## src/rtl/axis_bit_packer.sv

```systemverilog
// axis_bit_packer: packs variable-length codes MSB-first into fixed-width words,
// flushing a zero-padded final word tagged with output_last at block end.
module axis_bit_packer #(
    parameter int CODE_WIDTH   = 39,
    parameter int LENGTH_WIDTH = 6,
    parameter int OUTPUT_WIDTH = 32
) (
    input  logic                    clk,
    input  logic                    rst,
    input  logic                    input_valid,
    input  logic [CODE_WIDTH-1:0]   input_data,
    input  logic [LENGTH_WIDTH-1:0] input_length,
    input  logic                    input_last,
    output logic                    input_ready,
    output logic                    output_valid,
    output logic [OUTPUT_WIDTH-1:0] output_data,
    output logic                    output_last,
    input  logic                    output_ready
);
    localparam int BW = OUTPUT_WIDTH + CODE_WIDTH - 1;
    localparam int CNT_W = $clog2(BW + 1);
    localparam logic [CNT_W-1:0] BW_C = CNT_W'(BW);
    localparam logic [CNT_W-1:0] OW_C = CNT_W'(OUTPUT_WIDTH);
    localparam logic [LENGTH_WIDTH-1:0] CW_L = LENGTH_WIDTH'(CODE_WIDTH);

    typedef enum logic {FILL, FLUSH} state_t;

    state_t                  state_q, state_d;
    logic [BW-1:0]           buf_q, buf_d;
    logic [CNT_W-1:0]        cnt_q, cnt_d;
    logic                    input_ready_q, input_ready_d;
    logic                    output_valid_q, output_valid_d;
    logic                    output_last_q, output_last_d;
    logic [OUTPUT_WIDTH-1:0] output_data_q, output_data_d;
    logic [LENGTH_WIDTH-1:0] len;
    logic [BW-1:0]           code;
    logic                    in_fire, out_fire;

    always_comb begin
        in_fire  = input_valid && input_ready_q;
        out_fire = output_valid_q && output_ready;
        len      = (input_length > CW_L) ? CW_L : input_length;
        code     = BW'(input_data & ({CODE_WIDTH{1'b1}} >> (CW_L - len)));
        state_d  = state_q;
        buf_d    = buf_q;
        cnt_d    = cnt_q;
        // New bits land directly below the cnt occupied bits of the MSB-aligned buffer
        if (in_fire) begin
            buf_d = buf_q | (code << (BW_C - cnt_q - CNT_W'(len)));
            cnt_d = cnt_q + CNT_W'(len);
            if (input_last) state_d = FLUSH;
        end else if (out_fire) begin
            buf_d = buf_q << OUTPUT_WIDTH;
            cnt_d = (cnt_q > OW_C) ? cnt_q - OW_C : '0;
            if (state_q == FLUSH && cnt_q <= OW_C) state_d = FILL;
        end
        input_ready_d  = (state_d == FILL) && (cnt_d < OW_C);
        output_valid_d = (state_d == FLUSH) || (cnt_d >= OW_C);
        output_data_d  = buf_d[BW-1 -: OUTPUT_WIDTH];
        output_last_d  = (state_d == FLUSH) && (cnt_d <= OW_C);
    end

    always_ff @(posedge clk or negedge rst) begin
        if (!rst) begin
            state_q        <= FILL;
            buf_q          <= '0;
            cnt_q          <= '0;
            input_ready_q  <= 1'b0;
            output_valid_q <= 1'b0;
            output_data_q  <= '0;
            output_last_q  <= 1'b0;
        end else begin
            state_q        <= state_d;
            buf_q          <= buf_d;
            cnt_q          <= cnt_d;
            input_ready_q  <= input_ready_d;
            output_valid_q <= output_valid_d;
            output_data_q  <= output_data_d;
            output_last_q  <= output_last_d;
        end
    end

    assign input_ready  = input_ready_q;
    assign output_valid = output_valid_q;
    assign output_data  = output_data_q;
    assign output_last  = output_last_q;
endmodule

```

## config.mk

```make
export PLATFORM = sky130hd
export DESIGN_NAME = axis_bit_packer
export DESIGN_NICKNAME = d
export VERILOG_FILES = /design/src/rtl/axis_bit_packer.sv
export SDC_FILE = /design/constraint.sdc
export NUM_CORES = 1
export LEC_CHECK = 0
export ABC_CLOCK_PERIOD_IN_PS = 3200
export CAP_MARGIN = 25
export CORE_UTILIZATION = 24
export DETAILED_ROUTE_END_ITERATION = 8
export GPL_ROUTABILITY_DRIVEN = 0
export PLACE_DENSITY_LB_ADDON = 0.3
export SETUP_SLACK_MARGIN = 0.2
export SLEW_MARGIN = 20
export SYNTH_ARGS = -nofsm -noshare
export SYNTH_HDL_FRONTEND = slang
export SYNTH_SLANG_ARGS = --single-unit
```

## constraint.sdc

```tcl
create_clock -name clk -period 3.2 [get_ports clk]
set_input_delay 0.48 -clock clk [delete_from_list [all_inputs] [get_ports clk]]
set_output_delay 0.48 -clock clk [all_outputs]
set_load 0.01 [all_outputs]
```

==> flow_summary.json, run 1 <==
{
  "port_buffers": 84,
  "gr-usage-all-layers_pct": 23.3,
  "synthArstFlopShare_pct": 100,
  "cp.buffers_inverters": 5,
  "cts.clk_slew.worst_paths_ps": 70,
  "grt_overflow_total": 0,
  "core-area_sq_mm": 0.0347,
  "num_rows": 68,
  "endpoint_kind": "register",
  "grt_max_degree": 49,
  "critPathTopFamily": "compound AO/OA/AOI/OAI gates",
  "grt_pass1_vias": 10800,
  "endpoint": "buf_q[66]",
  "die_area_sq_mm": 0.0362,
  "syn_avg_cell_area_sq_um": 7.82,
  "synth_cells": 1089,
  "dr.pass1.iters": 6,
  "crit_fanout": 6,
  "layout-drive-gt1-share_pct": 48.2,
  "setup_violations": 1,
  "hpwlAfterDp_mm": 32.3,
  "vias": 10900,
  "fmax_ghz": 0.310,
  "crit_arrival_ps": 3480,
  "ys_seq_area_share_pct": 23.8,
  "cts_htree_levels": 3,
  "violations": "setup timing",
  "initial_utilization_pct": 24.5,
  "synthTopCellsByArea": "dfrtp_1, nand2_1, a21oi_1, mux2i_1, nor2_1",
  "die_w_microns": 190,
  "ys_types": 101,
  "path_class": "in2reg",
  "worst_pin_slew_ps": 1080,
  "antenna_left": 0,
  "clockBufferDepth": 2,
  "die_height_microns": 190,
  "antenna_found_initial": 0,
  "synth_edf_count": 0,
  "dp_cells": 1826,
  "clockRootBuffer": "clkbuf_16",
  "hold_viol": 0,
  "skew_ps": 10.0,
  "finalWirelength_mm": 43.1,
  "syn_to_final_growth_pct": 72.9,
  "boundaryPins": 85,
  "period_needed_ps": 3230,
  "diodes": 0,
  "grt_pass1_wl_mm": 64.6,
  "final_nets": 1515,
  "reg2reg_slack_ps": 10,
  "n_fill_cell": 3357,
  "synth-main-ff-cell": "dfrtp_1",
  "clock-sinks": 81,
  "multi_input_area_sq_mm": 0.00748,
  "vias_per_cell": 5.71,
  "syn_nets": 1159,
  "ys_seq_elements": 81,
  "slowest_delay_ps": 420,
  "ff_latch_area_sq_mm": 0.00203,
  "fin_tns_setup_ps": -26.9,
  "syn-cell-area_sq_mm": 0.00851,
  "yosysTopAreaCell": "dfrtp_1",
  "drtIter0Drc": 1368,
  "rr_startpoint": "cnt_q[1]",
  "instances_no_fill": 1905,
  "clock_latency_ps": 360,
  "hold_class": "in2async",
  "cp_cell_sequence": "buf_8 -> o21ai_4 -> nand2_4 -> ha_4 -> ha_4 -> fa_2 -> buf_12 -> a21o_1 -> a21oi_4 -> buf_6 -> xnor2_4 -> buf_12 -> nor2_4 -> nand2_4 -> buf_6 -> o32ai_4 -> nor3_1 -> o32ai_1",
  "max-cap-violations": 0,
  "reg2reg_depth": 15,
  "cts_made_buffers": 9,
  "finalInstanceArea_sq_mm": 0.0147,
  "required_ps": 3450,
  "detail_route.wl_per_cell_microns": 22.6,
  "rsz0062_at_grt": "yes",
  "synth_top_area_share_pct": 23.8,
  "outcome": "finished, violations left",
  "critPathSlowestCell": "fa_2",
  "maxSlewHeadroom_pct": 27.8,
  "finalCritPeriodShare_pct": 101,
  "yosys_warnings": 0,
  "drc": 0,
  "fin_ws_ps": -26.9,
  "crit_start": "input_length[4]",
  "rr_endpoint": "buf_q[66]",
  "slew_violations": 0,
  "placed_area_sq_mm": 0.0123,
  "cp.depth": 18,
  "cp-start-kind": "input port",
  "cts_tree": "yes"
}
[metal layers]
metal	GRT usage [%]	part of all wire, %
met1	30.3	40
met2	38.1	47
met3	3.44	8.3
met4	10.1	4.4
met5	0	0
[cells in the final DEF, fill, tap and decap left out, drive strengths merged, types with 8 or more instances in the layout]
master / netlist / layout
a2111oi: 8 / 8
a211oi: 18 / 18
a21o: 11 / 11
a21oi: 82 / 82
a221oi: 13 / 13
a22o: 19 / 19
a22oi: 15 / 15
a31oi: 13 / 13
and2: 12 / 12
buf: 77 / 386
clkbuf: 44 / 10
clkdlybuf4s50: 0 / 77
dfrtp: 81 / 81
ha: 18 / 18
inv: 19 / 21
mux2: 10 / 10
mux2i: 39 / 39
nand2: 119 / 119
nand2b: 11 / 11
nand3: 32 / 32
nor2: 90 / 90
nor3: 32 / 32
o211ai: 22 / 22
o21ai: 77 / 77
o221ai: 14 / 14
o22ai: 24 / 24
o31ai: 19 / 19
o32ai: 10 / 10
or2: 9 / 9
or3: 8 / 8
[Yosys cell counts (6+ instances only)]
master	n
o22ai_1	24
clkbuf_1	44
o2111ai_1	6
buf_2	24
a311oi_1	6
o221ai_1	13
a211oi_1	18
o31ai_1	18
nand4_1	6
and3_1	6
a2111oi_0	6
o311a_1	7
nor2b_1	6
o211ai_1	22
and2_1	11
o21ai_1	11
nand3_1	32
buf_1	7
a21oi_1	80
a221oi_1	10
dfrtp_1	81
a21o_1	11
o211a_1	6
o21ai_0	64
nand2b_1	10
nor3_1	29
a22o_1	19
ha_1	18
o32ai_1	9
mux2_2	8
xnor2_1	6
nand2_1	119
or3_1	8
inv_1	19
a31oi_1	13
buf_4	42
a22oi_1	13
mux2i_1	37
nor2_1	86
o21a_1	7
[how the worst min path moves through the flow]
stage,cells after the start,slack [ps],to,from
5_1_grt,1,190,buf_q[38],rst
3_3_place_gp,2,460,buf_q[17],buf_q[17]
3_5_place_dp,2,470,buf_q[17],buf_q[17]
6_report,1,150,buf_q[26],rst
4_1_cts,1,160,buf_q[38],rst
2_1_floorplan,0,180,buf_q[0],rst
[state kept, by name, summed over array words and instances (netlist names)]
signal / count
buf_q: 70
cnt_q: 7
input_ready: 1
output_last: 1
output_valid: 1
state_q: 1
[repair_timing]
item / in CTS / in global routing
setup endpoints to repair: 73 / 71
cloned: 3 / 0
hold buffers: 0 / 0
pin swaps: 84 / 56
resized for setup: 238 / 137
setup buffers: 42 / 18
[cells by family (layout without fill, tap and decap cells)]
logic type,count (synthesis),in the layout,synth area share (%)
mux,51,51,6.72
compound gates,433,433,36.6
fa+ha+maj,20,20,3.12
xor+xnor,10,10,1.03
buf+inv,142,503,8.82
flops,81,81,23.8
simple gates,352,352,19.9
[cell type report]
| cell class | instances | share of cell area, % |
|---|---|---|
| clock inverter | 6 | 0.348 |
| sequential | 81 | 13.8 |
| multi-input combinational | 866 | 50.8 |
| tap | 455 | 3.87 |
| timing repair buffer | 466 | 29.0 |
| clock buffer | 10 | 1.62 |
| inverter | 21 | 0.586 |
[per-stage QoR]
| stage | setup slack [ps] | utilization (%) | hold slack, ps |
|---|---|---|---|
| final | -26.9 | 42.4 | 146 |
| after floorplan | -348 | - | 184 |
| after global routing | -89.2 | 42.4 | 186 |
| after CTS | -2.20 | 40.1 | 164 |
| after global placement | -866 | 35.3 | 465 |
| after detailed placement | -937 | 35.3 | 471 |
Power of run 1 is not shown: default switching activity piles up to over one toggle a cycle in this logic, so the estimate is an artifact.
==> inputs of run 2 (changes only) <==
- CORE_ASPECT_RATIO: default -> 0.75
- CTS_CLUSTER_SIZE: default -> 40
==> run 2 against run 1 <==
The flow now finishes without violations; worst hold slack improved by 34 ps; critical path type unchanged; flip-flop and latch count is the same; clock-buffer cell count is 1 lower; first-iteration DRC count is 16% lower; register-to-register slack improved by 140 ps; global-route usage grew 0.39 points; sequential share of layout area fell by 0.30 points; die area barely moved; clock skew shrank 1.7 ps.
==> flow_summary.json, run 2 (synthesis results as in run 1) <==
{
  "slowest_delay_ps": 630,
  "required_ps": 3440,
  "diodes": 0,
  "vias_per_cell": 5.69,
  "reg_top3": "buf_q x70, cnt_q x7",
  "setup_violations": 0,
  "clockRootBuffer": "clkbuf_16",
  "vias": 11100,
  "gr-usage-met1_pct": 32.0,
  "critPathSlowestCell": "fa_2",
  "hold_viol": 0,
  "clock-sinks": 81,
  "rr_startpoint": "cnt_q[1]",
  "met3_usage_pct": 7.66,
  "drc": 0,
  "crit_start": "input_length[3]",
  "grt_most_used_layer": "met2",
  "initial_utilization_pct": 24.5,
  "syn_to_final_growth_pct": 76.7,
  "hpwlAfterDp_mm": 32.9,
  "die_area_sq_mm": 0.0362,
  "cp_cell_sequence": "buf_8 -> o21ai_4 -> buf_6 -> nand2b_4 -> ha_4 -> fa_2 -> clkinv_1 -> buf_4 -> buf_4 -> nor2_1 -> a211oi_1 -> buf_4 -> buf_4 -> o2bb2ai_4 -> a221o_1",
  "clock_latency_ps": 360,
  "path_class": "in2reg",
  "gr-usage-all-layers_pct": 23.7,
  "grt_max_degree": 56,
  "detail_route.wl_per_cell_microns": 22.6,
  "largest_reg_flops": 70,
  "grt_pass1_wl_mm": 64.5,
  "cts_tree": "yes",
  "clockBufferDepth": 2,
  "die_w_microns": 219,
  "maxSlewHeadroom_pct": 51.4,
  "hold_class": "in2async",
  "worst_pin_slew_ps": 729,
  "rsz0062_at_grt": "yes",
  "period_needed_ps": 3160,
  "reg2reg_depth": 12,
  "cp-start-kind": "input port",
  "die_height_microns": 165,
  "drtIter0Drc": 1143,
  "antenna_found_initial": 1,
  "antenna_left": 0,
  "cp.buffers_inverters": 7,
  "finalCritPeriodShare_pct": 98.7,
  "fmax_ghz": 0.317,
  "crit_arrival_ps": 3390,
  "largest-register": "buf_q",
  "outcome": "finished clean",
  "finalWirelength_mm": 43.9,
  "crit_top_cell": "buf_4",
  "crit_fanout": 10,
  "skew_ps": 8.39,
  "cts_htree_levels": 3,
  "num_rows": 59,
  "endpoint_kind": "register",
  "met2_usage_pct": 36.2,
  "port_buffers": 84,
  "max-cap-violations": 0,
  "critPathTopFamily": "buffers and inverters",
  "grt_overflow_total": 0,
  "cts_hold_buf": 0,
  "final_core_util_pct": 43.3,
  "cts_made_buffers": 9,
  "n_fill_cell": 3317,
  "grt_pass1_vias": 10600,
  "final_cell_mix": "buf_4, nand2_1, dfrtp_1",
  "cts.clk_slew.worst_paths_ps": 70,
  "boundaryPins": 85,
  "slew_violations": 0,
  "final_nets": 1552,
  "dr.pass1.iters": 7,
  "layout_commonest_cell": "buf_4",
  "core-area_sq_mm": 0.0348,
  "layout-drive-gt1-share_pct": 49.5,
  "cp.depth": 15
}
-- run 2: cell types whose count changed in the layout (fill, tap and decap cells not counted), moves of 6 or more --
| cell | delta |
|---|---|
| buf_4 | +40 |
| nor2_1 | +7 |
| buf_6 | -6 |
| o21ai_1 | -8 |
| o21ai_2 | +10 |
-- run 2: final timing paths --
path                            slack [ps]        end
worst max-delay path                    40  buf_q[38]
worst min-delay path                   180  buf_q[29]
worst max register to register         150  buf_q[38]
worst min register to register         480   buf_q[4]
max in group asynchronous             2310  buf_q[32]
min in group clk                       480   buf_q[4]
-- run 2: worst reg2reg max path: stages, from the launching register on --
cell and delay, ps:
dfrtp_1 410, ha_4 260, ha_4 160, fa_2 580, clkinv_1 140, buf_4 210, buf_4 200, nor2_1 170
a211oi_1 90, buf_4 160, buf_4 140, o2bb2ai_4 130, a221o_1 270
-- run 2: area by class of cell --
class                      instances  area (sq um)  area share [%]
sequential                        81          2030            13.5
inverter                          21          90.1           0.599
clock inverter                     7          52.6           0.349
tap                              457           572            3.80
multi-input combinational        866          7520            50.0
timing repair buffer             503          4560            30.3
clock buffer                       9           225            1.50
-- run 2: repair_timing --
action / in CTS / in global routing
setup buffers: 35 / 38
gates cloned: 2 / 3
endpoints found under the setup margin: 73 / 70
pin swaps: 74 / 79
gates resized for setup: 206 / 157
-- run 2: through the flow --
stage | cell area (sq um) | setup TNS, ps | setup slack [ps] | hold slack (ps) | instances
final | 15000 | 0 | 42.6 | 180 | 1944
after global routing | 15000 | -107 | -54.9 | 243 | 1944
after CTS | 13900 | 0 | 64.1 | 205 | 1903
after detailed placement | 12400 | -54100 | -917 | 470 | 1850
after global placement | 12400 | -50290 | -871 | 463 | 1850
after floorplan | 9150 | -8850 | -348 | 184 | 1089
-- run 2: routing by layer --
layer	vias to the layer above	routed length (microns)
met5	-	13
met4	2	1070
met3	90	4960
met2	646	19200
met1	5388	18700
li1	4940	-
Power of run 2 is left out for the same reason.
==> inputs of run 3 (changes only) <==
- ABC_CLOCK_PERIOD_IN_PS: 3200 -> 3400
- clock period: 3.2 -> 3.4 ns (I/O delays scaled with it)
==> run 3 against run 2 <==
Sequential share of layout area up 1.6 points; first-iteration DRC count down 3.8%; via count down 5.8%; critical endpoint is now buf_q[18]; worst hold slack better by 26 ps; critical path depth up 2; wire length down 6.7%; global-route usage down 1.1 points; final area down 10%; largest cell class unchanged; die area unchanged; flip-flop and latch count unchanged; register-to-register slack better by 140 ps; critical path type unchanged; core utilization down 4.5 points.
==> flow_summary.json, run 3 (synthesis results as in run 1) <==
{
  "gr-usage-all-layers_pct": 22.5,
  "period_needed_ps": 3180,
  "core-area_sq_mm": 0.0348,
  "antenna_found_initial": 0,
  "reg2reg_slack_ps": 290,
  "clockRootBuffer": "clkbuf_16",
  "largest_reg_flops": 70,
  "reg_top3": "buf_q x70, cnt_q x7",
  "final_nets": 1469,
  "finalWirelength_mm": 41.0,
  "clock-sinks": 81,
  "syn_to_final_growth_pct": 58.2,
  "p_leak_nw": 5.59,
  "dp_cells": 1812,
  "cp-start-kind": "input port",
  "num_rows": 59,
  "endpoint_kind": "register",
  "detail_route.wl_per_cell_microns": 22.0,
  "rr_startpoint": "cnt_q[1]",
  "grt_max_degree": 53,
  "layout_commonest_cell": "buf_4",
  "rr_endpoint": "buf_q[52]",
  "slew_violations": 0,
  "die_height_microns": 165,
  "irDropWorstVdd_mv": 0.529,
  "crit_start": "input_length[3]",
  "clockBufferDepth": 2,
  "instances_no_fill": 1861,
  "cts_made_buffers": 9,
  "grt_overflow_total": 0,
  "boundaryPins": 85,
  "rsz0062_at_grt": "yes",
  "worst_pin_slew_ps": 720,
  "hpwlAfterDp_mm": 32.6,
  "antenna_left": 0,
  "required_ps": 3650,
  "grt_pass1_vias": 10000,
  "initial_utilization_pct": 24.5,
  "hold_class": "in2async",
  "vias_per_cell": 5.60,
  "cts_htree_levels": 3,
  "port_buffers": 84,
  "drtIter0Drc": 1100,
  "crit_top_cell": "buf_4",
  "final_core_util_pct": 38.7,
  "critPathSlowestCell": "nor3_4",
  "met3_usage_pct": 7.31,
  "drc": 0,
  "vias": 10400,
  "grt_pass1_wl_mm": 61.5,
  "cp_cell_sequence": "buf_8 -> o21ai_4 -> buf_4 -> nand2b_4 -> inv_1 -> ha_4 -> buf_4 -> nor3_4 -> buf_4 -> buf_4 -> a221o_1 -> buf_4 -> mux2i_2 -> a22oi_2 -> mux2i_4 -> buf_4 -> a221o_1",
  "outcome": "finished clean",
  "fmax_ghz": 0.315,
  "diodes": 0,
  "met2_usage_pct": 33.0,
  "clock_latency_ps": 360,
  "crit_arrival_ps": 3420,
  "final_cell_mix": "buf_4, nand2_1, dfrtp_1",
  "path_class": "in2reg",
  "p_per_area_mw_per_mm2": 1310,
  "skew_ps": 9.89,
  "largest-register": "buf_q",
  "gr-usage-met1_pct": 31.7,
  "maxSlewHeadroom_pct": 52.0,
  "reg2reg_depth": 13,
  "cts.clk_slew.worst_paths_ps": 70,
  "die_w_microns": 219,
  "grt_most_used_layer": "met2",
  "finalCritPeriodShare_pct": 93.4,
  "slowest_delay_ps": 310,
  "die_area_sq_mm": 0.0362,
  "fin_tns_setup_ps": 0,
  "whs_ps": 206,
  "cts_tree": "yes",
  "setup_violations": 0,
  "max-cap-violations": 0,
  "endpoint": "buf_q[18]",
  "crit_fanout": 8,
  "hold_viol": 0,
  "dr.pass1.iters": 5,
  "layout-drive-gt1-share_pct": 40.7,
  "n_fill_cell": 3468,
  "cts_hold_buf": 0
}
-- run 3: cell count changes in the layout (fill, tap and decap cells not counted), moves of 6 or more --
cell      previous run  this run
a22oi_1              4        10
a22oi_2             11         5
buf_12              22        15
buf_4              342       308
buf_6               48        12
nand2_1             88       101
nand2_2             18        12
nand2_4             11         4
o21ai_0             24        41
o21ai_2             28         7
o221ai_1             5        11
-- run 3: routing by layer --
metal	wire [microns]	vias to the layer above
met5	0	-
met2	17300	504
met4	768	0
met1	18700	5078
li1	-	4785
met3	4300	57
-- run 3: worst min-delay path by stage --
stage	from	endpoint	slack, ps	depth (start not counted)
finish	rst	buf_q[54]	210	1
CTS	rst	buf_q[54]	230	1
global placement	buf_q[26]	buf_q[26]	470	2
global route	rst	buf_q[54]	250	1
detailed placement	buf_q[9]	buf_q[9]	470	2
floorplan	rst	buf_q[0]	210	0
-- run 3: repair_timing --
| action | CTS | global route |
|---|---|---|
| gates cloned | 1 | 0 |
| pin swaps | 25 | 39 |
| endpoints found under the setup margin | 70 | 61 |
| gates resized for setup | 83 | 102 |
| buffers inserted | 14 | 18 |
-- run 3: critical path: cells and delay by family --
kind / cells / cell delay [ps]
AO/OA/AOI/OAI: 4 / 980
adder cells (fa/ha/maj): 1 / 240
buffers and inverters: 8 / 1100
multiplexers: 2 / 220
AND/OR/NAND/NOR: 2 / 360
-- run 3: through the flow --
step | setup WS (ps) | instance area, sq um | power [W]
3_5_place_dp | -810 | 12100 | 0.0143
3_3_place_gp | -842 | 12100 | 0.0143
5_1_grt | 109 | 13500 | 0.0184
2_1_floorplan | -178 | 9120 | 0.00870
4_1_cts | 159 | 12800 | 0.0161
6_report | 224 | 13500 | 0.0176
-- run 3: final cells by class --
cell class / count / area (sq um) / area share [%]
multi-input combinational: 866 / 6850 / 50.8
timing repair buffer: 420 / 3640 / 27.0
sequential: 81 / 2030 / 15.1
tap: 457 / 572 / 4.25
clock buffer: 11 / 243 / 1.80
inverter: 21 / 83.8 / 0.622
clock inverter: 5 / 55.1 / 0.409
-- run 3: where the power goes --
| group | switching [W] | internal (W) |
|---|---|---|
| sequential | 0.000320 | 0.00134 |
| clock | 0.000413 | 0.000586 |
| combinational | 0.00811 | 0.00682 |
(Power assumes the default switching activity.)
